--- config.mk ---
export PLATFORM = sky130hd
export DESIGN_NAME = data_mem_ctrl
export DESIGN_NICKNAME = d
export VERILOG_FILES = /design/src/rtl/data_mem_ctrl.sv
export SDC_FILE = /design/constraint.sdc
export NUM_CORES = 1
export LEC_CHECK = 0
export CORE_MARGIN = 1
export CORE_UTILIZATION = 41
export DETAILED_ROUTE_END_ITERATION = 12
export HOLD_SLACK_MARGIN = 0.06
export PLACE_DENSITY = 0.77
export SYNTH_ARGS = -nofsm -noshare
export SYNTH_HDL_FRONTEND = slang
export SYNTH_SLANG_ARGS = --single-unit
export TNS_END_PERCENT = 30
--- constraint.sdc ---
create_clock -name CLK -period 1.95 [get_ports CLK]
set_input_delay 0.2925 -clock CLK [delete_from_list [all_inputs] [get_ports CLK]]
set_output_delay 0.2925 -clock CLK [all_outputs]
set_load 0.01 [all_outputs]
--- src/rtl/data_mem_ctrl.sv ---
// RV32I load/store sequencer for the core's data AXI4 master port.
// One single-beat read or write per request; formats stores and extends loads.
//
// state     | meaning
// ----------+--------------------------------------------------
// IDLE      | waiting for a memory-stage request
// RD_ADDR   | ARVALID asserted, waiting for ARREADY
// RD_DATA   | RREADY asserted, waiting for RVALID
// WR_REQ    | AWVALID/WVALID asserted until each handshakes
// WR_RESP   | BREADY asserted, waiting for BVALID
// DONE      | one-cycle completion pulse back to the pipeline
module data_mem_ctrl #(
    parameter int C_M_AXI_ADDR_WIDTH = 32,
    parameter int C_M_AXI_DATA_WIDTH = 32
) (
    input  logic                            CLK,
    input  logic                            RST,
    input  logic                            REQ_VALID,
    input  logic                            REQ_WE,
    input  logic [2:0]                      REQ_FUNCT3,
    input  logic [C_M_AXI_ADDR_WIDTH-1:0]   REQ_ADDR,
    input  logic [C_M_AXI_DATA_WIDTH-1:0]   REQ_WDATA,
    output logic                            MEM_WAIT,
    output logic                            RESP_VALID,
    output logic [C_M_AXI_DATA_WIDTH-1:0]   RESP_RDATA,
    output logic                            RESP_ERR,
    output logic [C_M_AXI_ADDR_WIDTH-1:0]   M_AXI_AWADDR,
    output logic                            M_AXI_AWVALID,
    input  logic                            M_AXI_AWREADY,
    output logic [C_M_AXI_DATA_WIDTH-1:0]   M_AXI_WDATA,
    output logic [3:0]                      M_AXI_WSTRB,
    output logic                            M_AXI_WLAST,
    output logic                            M_AXI_WVALID,
    input  logic                            M_AXI_WREADY,
    input  logic [1:0]                      M_AXI_BRESP,
    input  logic                            M_AXI_BVALID,
    output logic                            M_AXI_BREADY,
    output logic [C_M_AXI_ADDR_WIDTH-1:0]   M_AXI_ARADDR,
    output logic                            M_AXI_ARVALID,
    input  logic                            M_AXI_ARREADY,
    input  logic [C_M_AXI_DATA_WIDTH-1:0]   M_AXI_RDATA,
    input  logic [1:0]                      M_AXI_RRESP,
    input  logic                            M_AXI_RLAST,
    input  logic                            M_AXI_RVALID,
    output logic                            M_AXI_RREADY
);

    typedef enum logic [2:0] {
        IDLE, RD_ADDR, RD_DATA, WR_REQ, WR_RESP, DONE
    } state_t;

    state_t state, state_n;

    logic [2:0]                    funct3_q;
    logic [1:0]                    offset_q;
    logic [C_M_AXI_ADDR_WIDTH-1:0] axaddr_q;
    logic [3:0]                    wstrb_q;
    logic [C_M_AXI_DATA_WIDTH-1:0] wdata_q;
    logic [C_M_AXI_DATA_WIDTH-1:0] rdata_q;
    logic                          err_q;
    logic                          aw_done;
    logic                          w_done;

    logic                          req_illegal;
    logic                          f3_bad;
    logic                          misaligned;
    logic [3:0]                    wstrb_fmt;
    logic [C_M_AXI_DATA_WIDTH-1:0] wdata_fmt;
    logic [7:0]                    byte_sel;
    logic [15:0]                   half_sel;
    logic [C_M_AXI_DATA_WIDTH-1:0] load_ext;

    // RLAST carries no information for single-beat reads.
    logic unused_rlast;
    assign unused_rlast = M_AXI_RLAST;

    always_comb begin
        f3_bad     = 1'b0;
        misaligned = 1'b0;
        wstrb_fmt  = 4'b1111;
        wdata_fmt  = REQ_WDATA;
        if (REQ_WE) begin
            f3_bad = (REQ_FUNCT3 >= 3'b011);
        end else begin
            f3_bad = (REQ_FUNCT3 == 3'b011) || (REQ_FUNCT3 == 3'b110) ||
                     (REQ_FUNCT3 == 3'b111);
        end
        if (REQ_FUNCT3[1:0] == 2'b01) begin
            misaligned = REQ_ADDR[0];
        end else if (REQ_FUNCT3[1:0] == 2'b10) begin
            misaligned = (REQ_ADDR[1:0] != 2'b00);
        end
        case (REQ_FUNCT3[1:0])
            2'b00: begin
                wstrb_fmt = 4'b0001 << REQ_ADDR[1:0];
                wdata_fmt = {4{REQ_WDATA[7:0]}};
            end
            2'b01: begin
                wstrb_fmt = 4'b0011 << {REQ_ADDR[1], 1'b0};
                wdata_fmt = {2{REQ_WDATA[15:0]}};
            end
            default: begin
                wstrb_fmt = 4'b1111;
                wdata_fmt = REQ_WDATA;
            end
        endcase
        req_illegal = f3_bad || misaligned;
    end

    always_comb begin
        byte_sel = M_AXI_RDATA[7:0];
        case (offset_q)
            2'd1:    byte_sel = M_AXI_RDATA[15:8];
            2'd2:    byte_sel = M_AXI_RDATA[23:16];
            2'd3:    byte_sel = M_AXI_RDATA[31:24];
            default: byte_sel = M_AXI_RDATA[7:0];
        endcase
        half_sel = offset_q[1] ? M_AXI_RDATA[31:16] : M_AXI_RDATA[15:0];
        case (funct3_q)
            3'b000:  load_ext = {{24{byte_sel[7]}}, byte_sel};
            3'b001:  load_ext = {{16{half_sel[15]}}, half_sel};
            3'b100:  load_ext = {24'd0, byte_sel};
            3'b101:  load_ext = {16'd0, half_sel};
            default: load_ext = M_AXI_RDATA;
        endcase
    end

    always_ff @(posedge CLK) begin
        if (RST) begin
            state <= IDLE;
        end else begin
            state <= state_n;
        end
    end

    always_comb begin
        state_n       = state;
        MEM_WAIT      = 1'b0;
        RESP_VALID    = 1'b0;
        M_AXI_ARVALID = 1'b0;
        M_AXI_RREADY  = 1'b0;
        M_AXI_AWVALID = 1'b0;
        M_AXI_WVALID  = 1'b0;
        M_AXI_BREADY  = 1'b0;
        case (state)
            IDLE: begin
                MEM_WAIT = REQ_VALID;
                if (REQ_VALID) begin
                    if (req_illegal)  state_n = DONE;
                    else if (REQ_WE)  state_n = WR_REQ;
                    else              state_n = RD_ADDR;
                end
            end
            RD_ADDR: begin
                MEM_WAIT      = 1'b1;
                M_AXI_ARVALID = 1'b1;
                if (M_AXI_ARREADY) state_n = RD_DATA;
            end
            RD_DATA: begin
                MEM_WAIT     = 1'b1;
                M_AXI_RREADY = 1'b1;
                if (M_AXI_RVALID) state_n = DONE;
            end
            WR_REQ: begin
                MEM_WAIT      = 1'b1;
                M_AXI_AWVALID = !aw_done;
                M_AXI_WVALID  = !w_done;
                if ((aw_done || M_AXI_AWREADY) && (w_done || M_AXI_WREADY))
                    state_n = WR_RESP;
            end
            WR_RESP: begin
                MEM_WAIT     = 1'b1;
                M_AXI_BREADY = 1'b1;
                if (M_AXI_BVALID) state_n = DONE;
            end
            DONE: begin
                RESP_VALID = 1'b1;
                state_n    = IDLE;
            end
            default: state_n = IDLE;
        endcase
    end

    always_ff @(posedge CLK) begin
        if (RST) begin
            funct3_q <= '0;
            offset_q <= '0;
            axaddr_q <= '0;
            wstrb_q  <= '0;
            wdata_q  <= '0;
            rdata_q  <= '0;
            err_q    <= 1'b0;
            aw_done  <= 1'b0;
            w_done   <= 1'b0;
        end else begin
            case (state)
                IDLE: begin
                    if (REQ_VALID) begin
                        funct3_q <= REQ_FUNCT3;
                        offset_q <= REQ_ADDR[1:0];
                        axaddr_q <= {REQ_ADDR[C_M_AXI_ADDR_WIDTH-1:2], 2'b00};
                        wstrb_q  <= wstrb_fmt;
                        wdata_q  <= wdata_fmt;
                        err_q    <= req_illegal;
                        aw_done  <= 1'b0;
                        w_done   <= 1'b0;
                        if (req_illegal) rdata_q <= '0;
                    end
                end
                RD_DATA: begin
                    if (M_AXI_RVALID) begin
                        err_q   <= (M_AXI_RRESP != 2'b00);
                        rdata_q <= (M_AXI_RRESP != 2'b00) ? '0 : load_ext;
                    end
                end
                WR_REQ: begin
                    if (M_AXI_AWVALID && M_AXI_AWREADY) aw_done <= 1'b1;
                    if (M_AXI_WVALID && M_AXI_WREADY)   w_done  <= 1'b1;
                end
                WR_RESP: begin
                    if (M_AXI_BVALID) begin
                        err_q   <= (M_AXI_BRESP != 2'b00);
                        rdata_q <= '0;
                    end
                end
                default: ;
            endcase
        end
    end

    assign RESP_RDATA   = rdata_q;
    assign RESP_ERR     = RESP_VALID && err_q;
    assign M_AXI_AWADDR = axaddr_q;
    assign M_AXI_ARADDR = axaddr_q;
    assign M_AXI_WDATA  = wdata_q;
    assign M_AXI_WSTRB  = wstrb_q;
    assign M_AXI_WLAST  = M_AXI_WVALID;

endmodule

# Word level (Yosys, flattened, before mapping)
# Cells that the tools add are included.
# word_totals
n_memories,0
word_cells,101
ram_bits,0
regBits,109
rom_bits,0
latchBits,0
# classes
shifts,2
n_mul,0
magnitude_cmp,1
bitwise_logic,0
div,0
n_eq_ne,24
n_reduce_logical,26
addsub,0
mux,38
# ops
operator,count
2-to-1 mux 32 bit,5
case mux 32 bit (4 select lines),1
case mux 32 bit (3 select lines),1
case mux 32 bit (2 select lines),1
case mux 8 bit (3 select lines),1
== test 3 bit (second input constant),6
2-to-1 mux 3 bit,6
2-to-1 mux 16 bit,1
!= test 2 bit (second input constant),8
2-to-1 mux 1 bit,15
case mux 3 bit (5 select lines),1
AND reduction 5 bit,2
== test 3 x 2 -> 1 bit (second input constant),3
case mux 4 bit (2 select lines),1
nonzero test 2 bit,4
== test 2 bit (second input constant),3
== test 3 x 1 -> 1 bit (second input constant),2
logical NOT 3 bit,2
case mux 1 bit (2 select lines),3
AND reduction 3 bit,2
logical OR 1 bit,5
== test 2 x 1 -> 1 bit (second input constant),2
logical AND 1 bit,4
AND reduction 4 bit,1
other kinds (10),11

# Logic depth before layout (Yosys ltp)
# depth
word_depth,8
depth_mapped,8

# Worst setup path before layout
# Ideal clock, no wire load.
# synth_path
kind,reg2out
from,reg state[1]
to,out M_AXI_WVALID
stages_incl_launch_ff,6
t_required_ps,1657
arrival_time_ps,1288
path_slack_ps,370
cell_sequence,dfxtp_1 -> buf_6 -> and2b_1 -> nand2_1 -> nor2_1 -> buf_4
# synth_between
elab_chain_len,2
# synth_rtl
element,line,source
start: declaration,52,"state_t state, state_n;"
start signal: assignment,132,state <= state_n;
== test 3 x 2 -> 1 bit,145,case (state)
2-to-1 mux 1 bit,145,
end: declaration,33,"output logic M_AXI_WVALID,"
# Every way passes these cells.

# Worst setup path after layout
# layout_path
from,reg state[1]
to,out MEM_WAIT
# layout_between
elab_chain_len,3
elab_cells_between_ends,7
# layout_rtl
element,line,source
== test 3 bit (tied with other cells),145,
OR reduction 4 bit (no source line),--,
case mux 1 bit (2 select lines) (*),145,
end: declaration,23,"output logic MEM_WAIT,"
# Mark *: on every way between the ends. The rest lies on a longest branch, timed or not.

==> results.toml <==
[run]
maxCapViolCount = 0

[global_route]
grt_pass1_vias = 5337
antenna_found_initial = 0
grt_start_max_net_pins = 82
gr-total-overflow = 0
grt_usage = 0.255
grt_pass1_wl_um = 26500

[routing]
wire_per_inst_um = 16.5
num_vias = 5296
wl_um = 16700
drcViolationCount = 0
via_per_inst = 5.23
ant_nets = 0
first_iter_violations = 302
dr.pass1.iters = 4

[power]
p_clk_frac = 0.282
p_leak_nw = 2.95
power_switching_w = 0.00197
p_sw_frac = 0.304
power.internal_w = 0.00452
seq_power_share = 0.401
cellPowerDensity_mw_per_mm2 = 812
power_frac_comb = 0.316
max-vdd-ir-drop_v = 0.000463

[die]
fp-row-count = 40
core_mm2 = 0.0122
ios = 254
dieWidth_um = 115
die_h_um = 115
start_util = 0.427
die_area_mm2 = 0.0132

[critical_path]
crit_fanout = 6
crit_type = "flip-flop to output port"
start_kind = "flip-flop"
cp.required_ns = 1.66
crit_start = "state[1]$_SDFFE_PP0P_"
crit_arrival_ns = 1.52
critPathCaptureType = "output port"
r2r-start = "state[2]$_SDFFE_PP0P_"

[clocking]
clkTransAtPathRegs_ns = 0.07
cts_buffer_depth = 2
clock_latency_ns = 0.35
hold_buffers = 0
cts_tree = "yes"
cts_root_buffer = "clkbuf_16"
htree_levels = 3
clkSinkCount = 109
numCtsBuffers = 9

[hold_path]
holdCritStartpoint = "M_AXI_WDATA[25]$_SDFFE_PP0P_"
hold_path.class = "flip-flop to flip-flop"

[placed_design]
gp_congestion = 0.917
preCtsSetupSlack_ns = -0.115
io_buffers = 248
dp_hpwl_um = 12300
dp.cells = 997
dpl_cell_area_mm2 = 0.00770

[sta]
setup_viol = 0
finalCritPeriodShare = 0.930
slew_headroom = 0.619
fin_setup_tns_ns = 0
setup_ws_ns = 0.137
max_slew.worst_pin.slew_ns = 0.569
rsz0062_at_grt = "no"
maxSlewViolCount = 0
final.min_clock_period_ns = 1.81
hold_viol = 0
skew_ns = 0.00708
max_freq_ghz = 0.552

[run_status]
status = "finished clean"

[layout]
syn2layout_area_growth_pct = 53.5
num-nets-final = 953
final_area_mm2 = 0.00800
layout-drive-gt1-share = 0.0818
num_antenna_cells = 0
stdcell_count = 1012

[yosys]
synthTopCellsByCount = "nand2_1 (126), dfxtp_1 (109), a21oi_1 (67), o21ai_0 (46), nor2_1 (43)"
ys_seq_area_frac = 0.419
synthCells = 631
yosys.area.top_type = "dfxtp_1"
synth_top_area_frac = 0.419
synth_ff_type = "dfxtp_1"
synth_seq_cells = 109
synth_area_per_cell_um2 = 8.25
async_flop_share = 0
synthTopCellsByArea = "dfxtp_1 (42%), nand2_1 (9.1%), a21oi_1 (6.4%)"
netlist_area_mm2 = 0.00521
synth-edff-count = 0
synth_cell_types = 55
synth_most_common_cell = "nand2_1"
yosysWarnings = 0
[placed cells by master, fill, tap and decap left out, types with 9 or more instances in the layout]
master / instances
clkbuf_16: 9
nor2_1: 41
a21oi_1: 67
nor3b_1: 9
nand2_1: 125
buf_4: 27
clkdlybuf4s50_1: 238
o21ai_0: 46
dfxtp_1: 106
o2bb2ai_1: 23
a211oi_1: 12
mux2i_1: 27
o22ai_1: 9
[through the flow]
| stage | total power [W] | hold slack (ns) | util |
|---|---|---|---|
| 3_3_place_gp | 0.00465 | 0.443 | 0.630 |
| 6_report | 0.00649 | 0.456 | 0.655 |
| 4_1_cts | 0.00653 | 0.459 | 0.654 |
| 2_1_floorplan | 0.00373 | 0.428 | - |
| 5_1_grt | 0.00679 | 0.479 | 0.655 |
| 3_5_place_dp | 0.00470 | 0.448 | 0.630 |
[layer usage]
| metal | vias up | wire, um | track usage |
|---|---|---|---|
| met5 | - | 0 | 0 |
| met4 | 0 | 419 | 0.102 |
| met3 | 33 | 1500 | 0.0794 |
| met2 | 210 | 8190 | 0.447 |
| met1 | 2470 | 6580 | 0.287 |
| li1 | 2583 | - | - |
[flip-flops by register name (all words and copies together), names as in the netlist]
signal	cells
M_AXI_WSTRB	4
M_AXI_WDATA	32
state	3
w_done	1
aw_done	1
M_AXI_ARADDR	30
err_q	1
offset_q	2
funct3_q	3
RESP_RDATA	32
[critical path, stage by stage (launching register included)]
cell and delay [ns]:
dfxtp_2 0.35, buf_4 0.16, nor2_2 0.17, mux2i_1 0.20
dlygate4sd2_1 0.29
[power by group through the flow]
stage	clock (W)	sequential (W)	combinational, W
3_5_place_dp	0	0.00265	0.00205
4_1_cts	0.00187	0.00260	0.00206
6_report	0.00183	0.00260	0.00205
2_1_floorplan	0	0.00268	0.00105
5_1_grt	0.00194	0.00263	0.00222
3_3_place_gp	0	0.00264	0.00202
[path summary, 6_finish.rpt]
kind | endpoint | slack [ns] | cells past startpoint
min reg2reg | M_AXI_WDATA[25]$_SDFFE_PP0P_ | 0.46 | 2
max | MEM_WAIT | 0.14 | 4
max reg2reg | M_AXI_WDATA[11]$_SDFFE_PP0P_ | 0.17 | 6
min | M_AXI_WDATA[25]$_SDFFE_PP0P_ | 0.46 | 2
[repair_timing]
| item | 4_1_cts | 5_1_grt |
|---|---|---|
| endpoints found under the setup margin | 9 | 2 |
| buffers inserted | 0 | 0 |
| resized for setup | 13 | 2 |
[final cells by class]
| type | count | area, um^2 |
|---|---|---|
| Fill cell | 1098 | 4220 |
| Timing Repair Buffer | 280 | 2780 |
| Multi-Input combinational cell | 436 | 2510 |
| Sequential cell | 109 | 2190 |
| Clock buffer | 11 | 243 |
| Tap cell | 168 | 210 |
| Clock inverter | 4 | 48.8 |
| Inverter | 4 | 15.0 |
[kinds of logic after synthesis]
kind of cell,after synthesis,share of synthesized area
buf+inv,89,0.102
xor+xnor,1,0.00168
other cells,1,0.000720
compound gates,195,0.242
flops,109,0.419
mux,28,0.0540
simple gates,208,0.181
Note: power is estimated with default switching activity, not from simulation.
